[src/rtl/biriscv_ifetch_mem_responder_pkg.sv]
//------------------------------------------------------------------------------
// biriscv_ifetch_mem_responder_pkg
//
// Shared definitions for the cacheless instruction-fetch responder:
//   - 3-bit state encoding of the responder FSM
//   - privilege level constants carried on the fetch interface
//------------------------------------------------------------------------------
package biriscv_ifetch_mem_responder_pkg;

   // Raw state encodings, kept as plain constants so other blocks and
   // debug logic can decode the state bus without the enum type.
   localparam logic [2:0] STATE_IDLE    = 3'd0;
   localparam logic [2:0] STATE_LO_REQ  = 3'd1;
   localparam logic [2:0] STATE_LO_WAIT = 3'd2;
   localparam logic [2:0] STATE_HI_REQ  = 3'd3;
   localparam logic [2:0] STATE_HI_WAIT = 3'd4;
   localparam logic [2:0] STATE_RESP    = 3'd5;

   typedef enum logic [2:0] {
      ST_IDLE    = STATE_IDLE,
      ST_LO_REQ  = STATE_LO_REQ,
      ST_LO_WAIT = STATE_LO_WAIT,
      ST_HI_REQ  = STATE_HI_REQ,
      ST_HI_WAIT = STATE_HI_WAIT,
      ST_RESP    = STATE_RESP
   } state_t;

   // Privilege levels as presented on icache_priv_i.
   localparam logic [1:0] PRIV_USER    = 2'd0;
   localparam logic [1:0] PRIV_SUPER   = 2'd1;
   localparam logic [1:0] PRIV_MACHINE = 2'd3;

endpackage

[src/rtl/biriscv_ifetch_mem_responder.sv]
//------------------------------------------------------------------------------
// biriscv_ifetch_mem_responder
//
// Responder end of the fetch-to-icache interface for cacheless builds.
// Each accepted 64-bit fetch is served as two sequential 32-bit reads on a
// simple memory port (low word, then high word) and returned as a single
// one-cycle response {hi_word, lo_word}. Fetches outside the mapped region
// are answered with an error and no memory access.
//
// Ports:
//   clk_i, rst_i           clock, synchronous active-high reset
//   icache_rd_i            fetch request (taken when icache_accept_o is high)
//   icache_pc_i            fetch byte address, bits [2:0] ignored
//   icache_priv_i          privilege level (unused, no MMU)
//   icache_flush_i         flush (no state to flush, ignored)
//   icache_invalidate_i    invalidate (no state to invalidate, ignored)
//   icache_accept_o        request can be taken this cycle
//   icache_valid_o         one-cycle response pulse
//   icache_inst_o          response data {hi, lo}, zero when not valid
//   icache_error_o         range or bus error, zero when not valid
//   icache_page_fault_o    tied low
//   mem_rd_o, mem_addr_o   32-bit read request and word-aligned byte address
//   mem_accept_i           memory took the request
//   mem_ack_i, mem_data_i  read data return
//   mem_error_i            bus error, qualified by mem_ack_i
//------------------------------------------------------------------------------
module biriscv_ifetch_mem_responder
   import biriscv_ifetch_mem_responder_pkg::*;
#(
   parameter logic [31:0] MEM_BASE = 32'h0000_0000,
   parameter logic [31:0] MEM_SIZE = 32'h0001_0000
) (
   input  logic        clk_i,
   input  logic        rst_i,

   input  logic        icache_rd_i,
   input  logic [31:0] icache_pc_i,
   input  logic [1:0]  icache_priv_i,
   input  logic        icache_flush_i,
   input  logic        icache_invalidate_i,
   output logic        icache_accept_o,
   output logic        icache_valid_o,
   output logic [63:0] icache_inst_o,
   output logic        icache_error_o,
   output logic        icache_page_fault_o,

   output logic        mem_rd_o,
   output logic [31:0] mem_addr_o,
   input  logic        mem_accept_i,
   input  logic        mem_ack_i,
   input  logic [31:0] mem_data_i,
   input  logic        mem_error_i
);

   state_t      state_q;
   logic [31:0] pc_q;
   logic [31:0] lo_q;
   logic [31:0] hi_q;
   logic        err_q;

   logic        take;
   logic [31:0] pc_d;
   logic [32:0] pc_off;
   logic        in_range;
   logic        lo_rd;
   logic        hi_rd;

   // Privilege, flush, invalidate and the sub-doubleword PC bits have no
   // effect in a cacheless, MMU-less responder.
   logic unused_inputs;
   assign unused_inputs = ^{icache_priv_i, icache_flush_i,
                            icache_invalidate_i, icache_pc_i[2:0]};

   //---------------------------------------------------------------------------
   // Request side
   //---------------------------------------------------------------------------
   // Accepting in RESP lets a new fetch be captured while the previous
   // response is on the bus, so a streaming fetch stage sees no accept gap.
   assign icache_accept_o = (state_q == ST_IDLE) | (state_q == ST_RESP);
   assign take            = icache_rd_i & icache_accept_o;
   assign pc_d            = {icache_pc_i[31:3], 3'b000};

   // Range check on the captured PC. The 33-bit subtract doubles as the
   // pc_q >= MEM_BASE test: bit 32 is the borrow.
   assign pc_off   = {1'b0, pc_q} - {1'b0, MEM_BASE};
   assign in_range = ~pc_off[32] & (pc_off[31:0] < MEM_SIZE);

   //---------------------------------------------------------------------------
   // Memory side
   //---------------------------------------------------------------------------
   // The range decision is made from pc_q in LO_REQ; an out-of-range fetch
   // never raises mem_rd_o and leaves LO_REQ straight for RESP.
   assign lo_rd      = (state_q == ST_LO_REQ) & in_range;
   assign hi_rd      = (state_q == ST_HI_REQ);
   assign mem_rd_o   = lo_rd | hi_rd;
   // pc_q is 8-byte aligned and the region is 8-byte granular, so pc_q + 4
   // stays inside the region (wraps mod 2^32 only at the very top).
   assign mem_addr_o = lo_rd ? pc_q : (hi_rd ? (pc_q + 32'd4) : 32'h0);

   //---------------------------------------------------------------------------
   // Response side
   //---------------------------------------------------------------------------
   assign icache_valid_o      = (state_q == ST_RESP);
   assign icache_inst_o       = icache_valid_o ? {hi_q, lo_q} : 64'h0;
   assign icache_error_o      = icache_valid_o & err_q;
   assign icache_page_fault_o = 1'b0;

   //---------------------------------------------------------------------------
   // FSM and datapath registers
   //---------------------------------------------------------------------------
   // NOTE: sequential state uses non-blocking assignments only, so every
   // register samples the pre-edge value of every other register.
   always_ff @(posedge clk_i) begin
      if (rst_i) begin
         // NOTE: the data registers are few and cheap, so they are reset
         // along with the control state; nothing stale is ever observable.
         state_q <= ST_IDLE;
         pc_q    <= 32'h0;
         lo_q    <= 32'h0;
         hi_q    <= 32'h0;
         err_q   <= 1'b0;
      end else begin
         unique case (state_q)
            ST_IDLE, ST_RESP: begin
               if (take) begin
                  pc_q    <= pc_d;
                  lo_q    <= 32'h0;
                  hi_q    <= 32'h0;
                  err_q   <= 1'b0;
                  state_q <= ST_LO_REQ;
               end else begin
                  // A response is presented for exactly one cycle.
                  state_q <= ST_IDLE;
               end
            end

            ST_LO_REQ: begin
               if (!in_range) begin
                  err_q   <= 1'b1;
                  state_q <= ST_RESP;
               end else if (mem_accept_i) begin
                  state_q <= ST_LO_WAIT;
               end
            end

            ST_LO_WAIT: begin
               if (mem_ack_i) begin
                  lo_q    <= mem_data_i;
                  err_q   <= err_q | mem_error_i;
                  // The high read is always issued, even after a low-word
                  // error, so the memory port never sees a half transaction.
                  state_q <= ST_HI_REQ;
               end
            end

            ST_HI_REQ: begin
               if (mem_accept_i) begin
                  state_q <= ST_HI_WAIT;
               end
            end

            ST_HI_WAIT: begin
               if (mem_ack_i) begin
                  hi_q    <= mem_data_i;
                  err_q   <= err_q | mem_error_i;
                  state_q <= ST_RESP;
               end
            end

            default: begin
               state_q <= ST_IDLE;
            end
         endcase
      end
   end

endmodule

[config.mk]
export PLATFORM = sky130hd
export DESIGN_NAME = biriscv_ifetch_mem_responder
export DESIGN_NICKNAME = d
export VERILOG_FILES = /design/src/rtl/biriscv_ifetch_mem_responder_pkg.sv /design/src/rtl/biriscv_ifetch_mem_responder.sv
export SDC_FILE = /design/constraint.sdc
export NUM_CORES = 1
export LEC_CHECK = 0
export ABC_CLOCK_PERIOD_IN_PS = 2210
export CAP_MARGIN = 0
export CORE_MARGIN = 2
export CORE_UTILIZATION = 35
export CTS_CLUSTER_DIAMETER = 60
export CTS_CLUSTER_SIZE = 16
export DETAILED_ROUTE_END_ITERATION = 8
export PLACE_DENSITY = 0.73
export REMOVE_ABC_BUFFERS = 1
export SLEW_MARGIN = 10
export SYNTH_ARGS = -nofsm -noshare
export SYNTH_HDL_FRONTEND = slang
export SYNTH_SLANG_ARGS = --single-unit
[constraint.sdc]
create_clock -name clk_i -period 2.21 [get_ports clk_i]
set_clock_uncertainty 0.2 [all_clocks]
set_input_delay 0.3315 -clock clk_i [delete_from_list [all_inputs] [get_ports clk_i]]
set_output_delay 0.3315 -clock clk_i [all_outputs]
set_load 0.1 [all_outputs]
==> summary.json <==
{
  "outcome": {
    "outcome": "finished, violations left",
    "violations": "setup timing"
  },
  "drt": {
    "initial_detailed_routing_violation_count": 296,
    "avgRoutedWirePerCell_um": 15.6,
    "drt_drc_violations_left": 0,
    "via_per_inst": 5.00,
    "drt-total-wl_um": 13200,
    "first_pass_iters": 4,
    "vias": 4215,
    "route.antenna.remaining_nets": 0
  },
  "placed_design": {
    "port_buffers": 164,
    "total_cell_area_at_the_placement_stage_sq_um": 7080,
    "detailedPlacementHpwl_um": 9430,
    "gp_routability_congestion": 0.871
  },
  "sta": {
    "rsz0062_at_grt": "true",
    "worst_slew_margin_rel_pct": 63.2,
    "fin_crit_sh_pct": 118,
    "post-route-min-period_ns": 2.61,
    "hold_violations": 0,
    "setup_violations": 64,
    "worst_slew_pin_slew_ns": 0.553,
    "finalMaxSlewViolations": 0,
    "final_critical_path_setup_slack_ns": -0.397,
    "timing.fmax_ghz": 0.384
  },
  "global_route": {
    "grt_max_degree": 34,
    "number_of_global_route_vias_before_repair": 4163,
    "grt.total_usage_pct": 20.3,
    "grt_remaining_overflow": 0,
    "global_route_wire_length_before_repair_um": 20900,
    "initial_antenna_violation_count": 0
  },
  "yosys": {
    "synth-seq-area-share_pct": 45.6,
    "postSynthAreaPerCell_sq_um": 7.88,
    "synth_cells": 540,
    "synth_enable_flop_cells": 0,
    "synthDistinctLibCells": 33,
    "register_bit_total_from_synthesis": 97,
    "post_synthesis_cell_area_sq_um": 4260,
    "synth.yosys.warnings": 0,
    "postSynth.asyncResetShare_pct": 0,
    "synth_flop_cell": "sky130_fd_sc_hd__dfxtp_1"
  },
  "cts": {
    "clkLatencyLatePin_ns": 0.34,
    "numCtsBuffers": 9,
    "cts_hold_buffers": 0,
    "clk_pin_slew_ns": 0.06,
    "cts_sinks": 97,
    "htree_num_levels": 3,
    "cts_max_path_buffers": 2,
    "tritoncts": "built",
    "root_buffer": "sky130_fd_sc_hd__clkbuf_16"
  },
  "floorplan": {
    "die_w_um": 114,
    "num_io_pins": 175,
    "initial_utilization_pct": 35.6,
    "die_h_um": 114,
    "die-area_sq_um": 13100,
    "core.rowCount": 40,
    "core_region_area_sq_um": 12000
  },
  "hold_path": {
    "hold_path_class": "reg2reg"
  },
  "final_layout": {
    "post-route-cell-area_sq_um": 7490,
    "post_route_cells_drive_above_1_share_pct": 22.3,
    "area_delta_synth_final_pct": 76.1,
    "final_nets": 765,
    "n_antenna_cell": 0
  },
  "worst_setup_path": {
    "setup.worst_path.start_class": "flip-flop",
    "critPathMaxFanout": 30,
    "crit_required_ns": 1.68,
    "critical_path_class": "reg2out",
    "arrival_ns": 2.08,
    "critical_path.endpoint_type": "output port"
  },
  "power": {
    "power_switching_mw": 1.91,
    "report.power.total_mw": 5.50,
    "power.leakage_nw": 2.81,
    "power.density_nw_per_um2": 733,
    "cell_internal_pwr_mw": 3.59,
    "ir_worst_vdd_mv": 0.291,
    "power_frac_comb_pct": 32.8,
    "p_seq_share_pct": 36.9,
    "clock_power_share_pct": 30.3,
    "power_switching_share_pct": 34.7
  },
  "run": {
    "max_cap_viol": 0
  }
}
-- cell type report --
cell class                 instances  area, sq um
clock buffer                       9          225
clock inverter                     7         93.8
fill                             976         4470
inverter                           4         15.0
multi-input combinational        389         2120
sequential                        97         1950
tap                              147          184
timing repair buffer             190         2910
-- critical path, cell delays in order (launching register included) --
cell,delay (ns)
sky130_fd_sc_hd__dfxtp_1,0.33
sky130_fd_sc_hd__nor4_1,0.30
sky130_fd_sc_hd__nand4_1,0.21
sky130_fd_sc_hd__a211oi_2,0.30
sky130_fd_sc_hd__buf_12,0.20
sky130_fd_sc_hd__and2_1,0.19
sky130_fd_sc_hd__buf_12,0.18
-- cells in the mapped netlist, types with 4 or more instances --
cell type	instances	share of area [%]
sky130_fd_sc_hd__a21oi_1	63	7.4
sky130_fd_sc_hd__a22oi_1	32	5.6
sky130_fd_sc_hd__and2_1	96	14
sky130_fd_sc_hd__buf_2	16	1.9
sky130_fd_sc_hd__buf_4	6	1.1
sky130_fd_sc_hd__clkbuf_1	26	2.3
sky130_fd_sc_hd__dfxtp_1	97	46
sky130_fd_sc_hd__inv_1	4	0.35
sky130_fd_sc_hd__nand2_1	93	8.2
sky130_fd_sc_hd__nand3_1	33	3.9
sky130_fd_sc_hd__nor2_1	35	3.1
sky130_fd_sc_hd__nor4_1	6	0.88
-- placed cells by master (no fill, tap or decap), drive strengths merged, types with 2 or more instances in the layout --
master / count
conb: 3
and3: 3
nor3: 2
a21oi: 63
o21ai: 3
nor2: 35
nand3: 33
clkdlybuf4s50: 65
a211oi: 4
a22oi: 32
and2: 96
clkinv: 2
mux2i: 2
nor2b: 3
nor4: 6
nand2: 93
inv: 5
bufinv: 2
buf: 124
dfxtp: 97
clkinvlp: 2
clkbuf: 9
-- layer usage --
metal | routed length, um | global-route usage [%] | vias to the layer above | share of wire, %
li1 | - | - | 2088 | -
met1 | 5590 | 24.9 | 1951 | 42
met2 | 6330 | 33.9 | 161 | 48
met3 | 1040 | 5.88 | 15 | 7.9
met4 | 202 | 7.48 | 0 | 1.5
met5 | 0 | 0 | - | 0
-- power groups by stage --
stage	Sequential [mW]	Clock [mW]	Combinational, mW
2_1_floorplan	2.03	0	0.916
6_report	2.03	1.67	1.80
3_5_place_dp	2.05	0	1.73
4_1_cts	2.02	1.70	1.78
5_1_grt	2.05	1.78	1.93
3_3_place_gp	2.04	0	1.69
-- stage by stage --
step                      TNS (ns)  std cells  util, %  setup WS [ns]  hold slack, ns
after detailed placement     -3.29        824     59.2         -0.131           0.240
after CTS                   -15.70        842     62.4         -0.399           0.249
after floorplan            -153.73        490        -          -1.88           0.201
final                       -14.72        843     62.7         -0.397           0.246
after global placement      -0.765        824     59.2        -0.0319           0.233
after global routing        -24.09        843     62.7         -0.554           0.267
-- cell families (layout without fill, tap and decap cells) --
logic type | count (synthesis) | count (layout) | share of synthesized area (%)
compound gates | 107 | 107 | 15.4
xor+xnor | 2 | 2 | 0.412
buf+inv | 56 | 210 | 6.03
flops | 97 | 97 | 45.6
mux | 2 | 2 | 0.470
other cells | 1 | 3 | 0.0881
simple gates | 275 | 275 | 32.0
-- repair_timing --
| action | CTS | global route |
|---|---|---|
| buffers inserted | 1 | 1 |
| gates resized for setup | 9 | 4 |
| gates cloned | 1 | 0 |
| endpoints found under the hold margin | 0 | 0 |
| endpoints found under the setup margin | 96 | 97 |
| pin swaps | 2 | 2 |
-- flip-flops by register name, summed over array words and instances, names as in the netlist --
name     flops
hi_q        32
lo_q        32
pc_q        29
state_q      3
err_q        1
-- worst paths after layout --
check	startpoint	to	slack, ns	cells past startpoint
min reg2reg	hi_q[20]$_SDFFE_PP0P_	hi_q[20]$_SDFFE_PP0P_	0.25	2
max	pc_q[16]$_SDFFE_PP0P_	mem_addr_o[11]	-0.40	6
min	hi_q[20]$_SDFFE_PP0P_	hi_q[20]$_SDFFE_PP0P_	0.25	2
max reg2reg	pc_q[16]$_SDFFE_PP0P_	state_q[1]$_SDFFE_PP0P_	0.09	7
(Power assumes the default switching activity.)
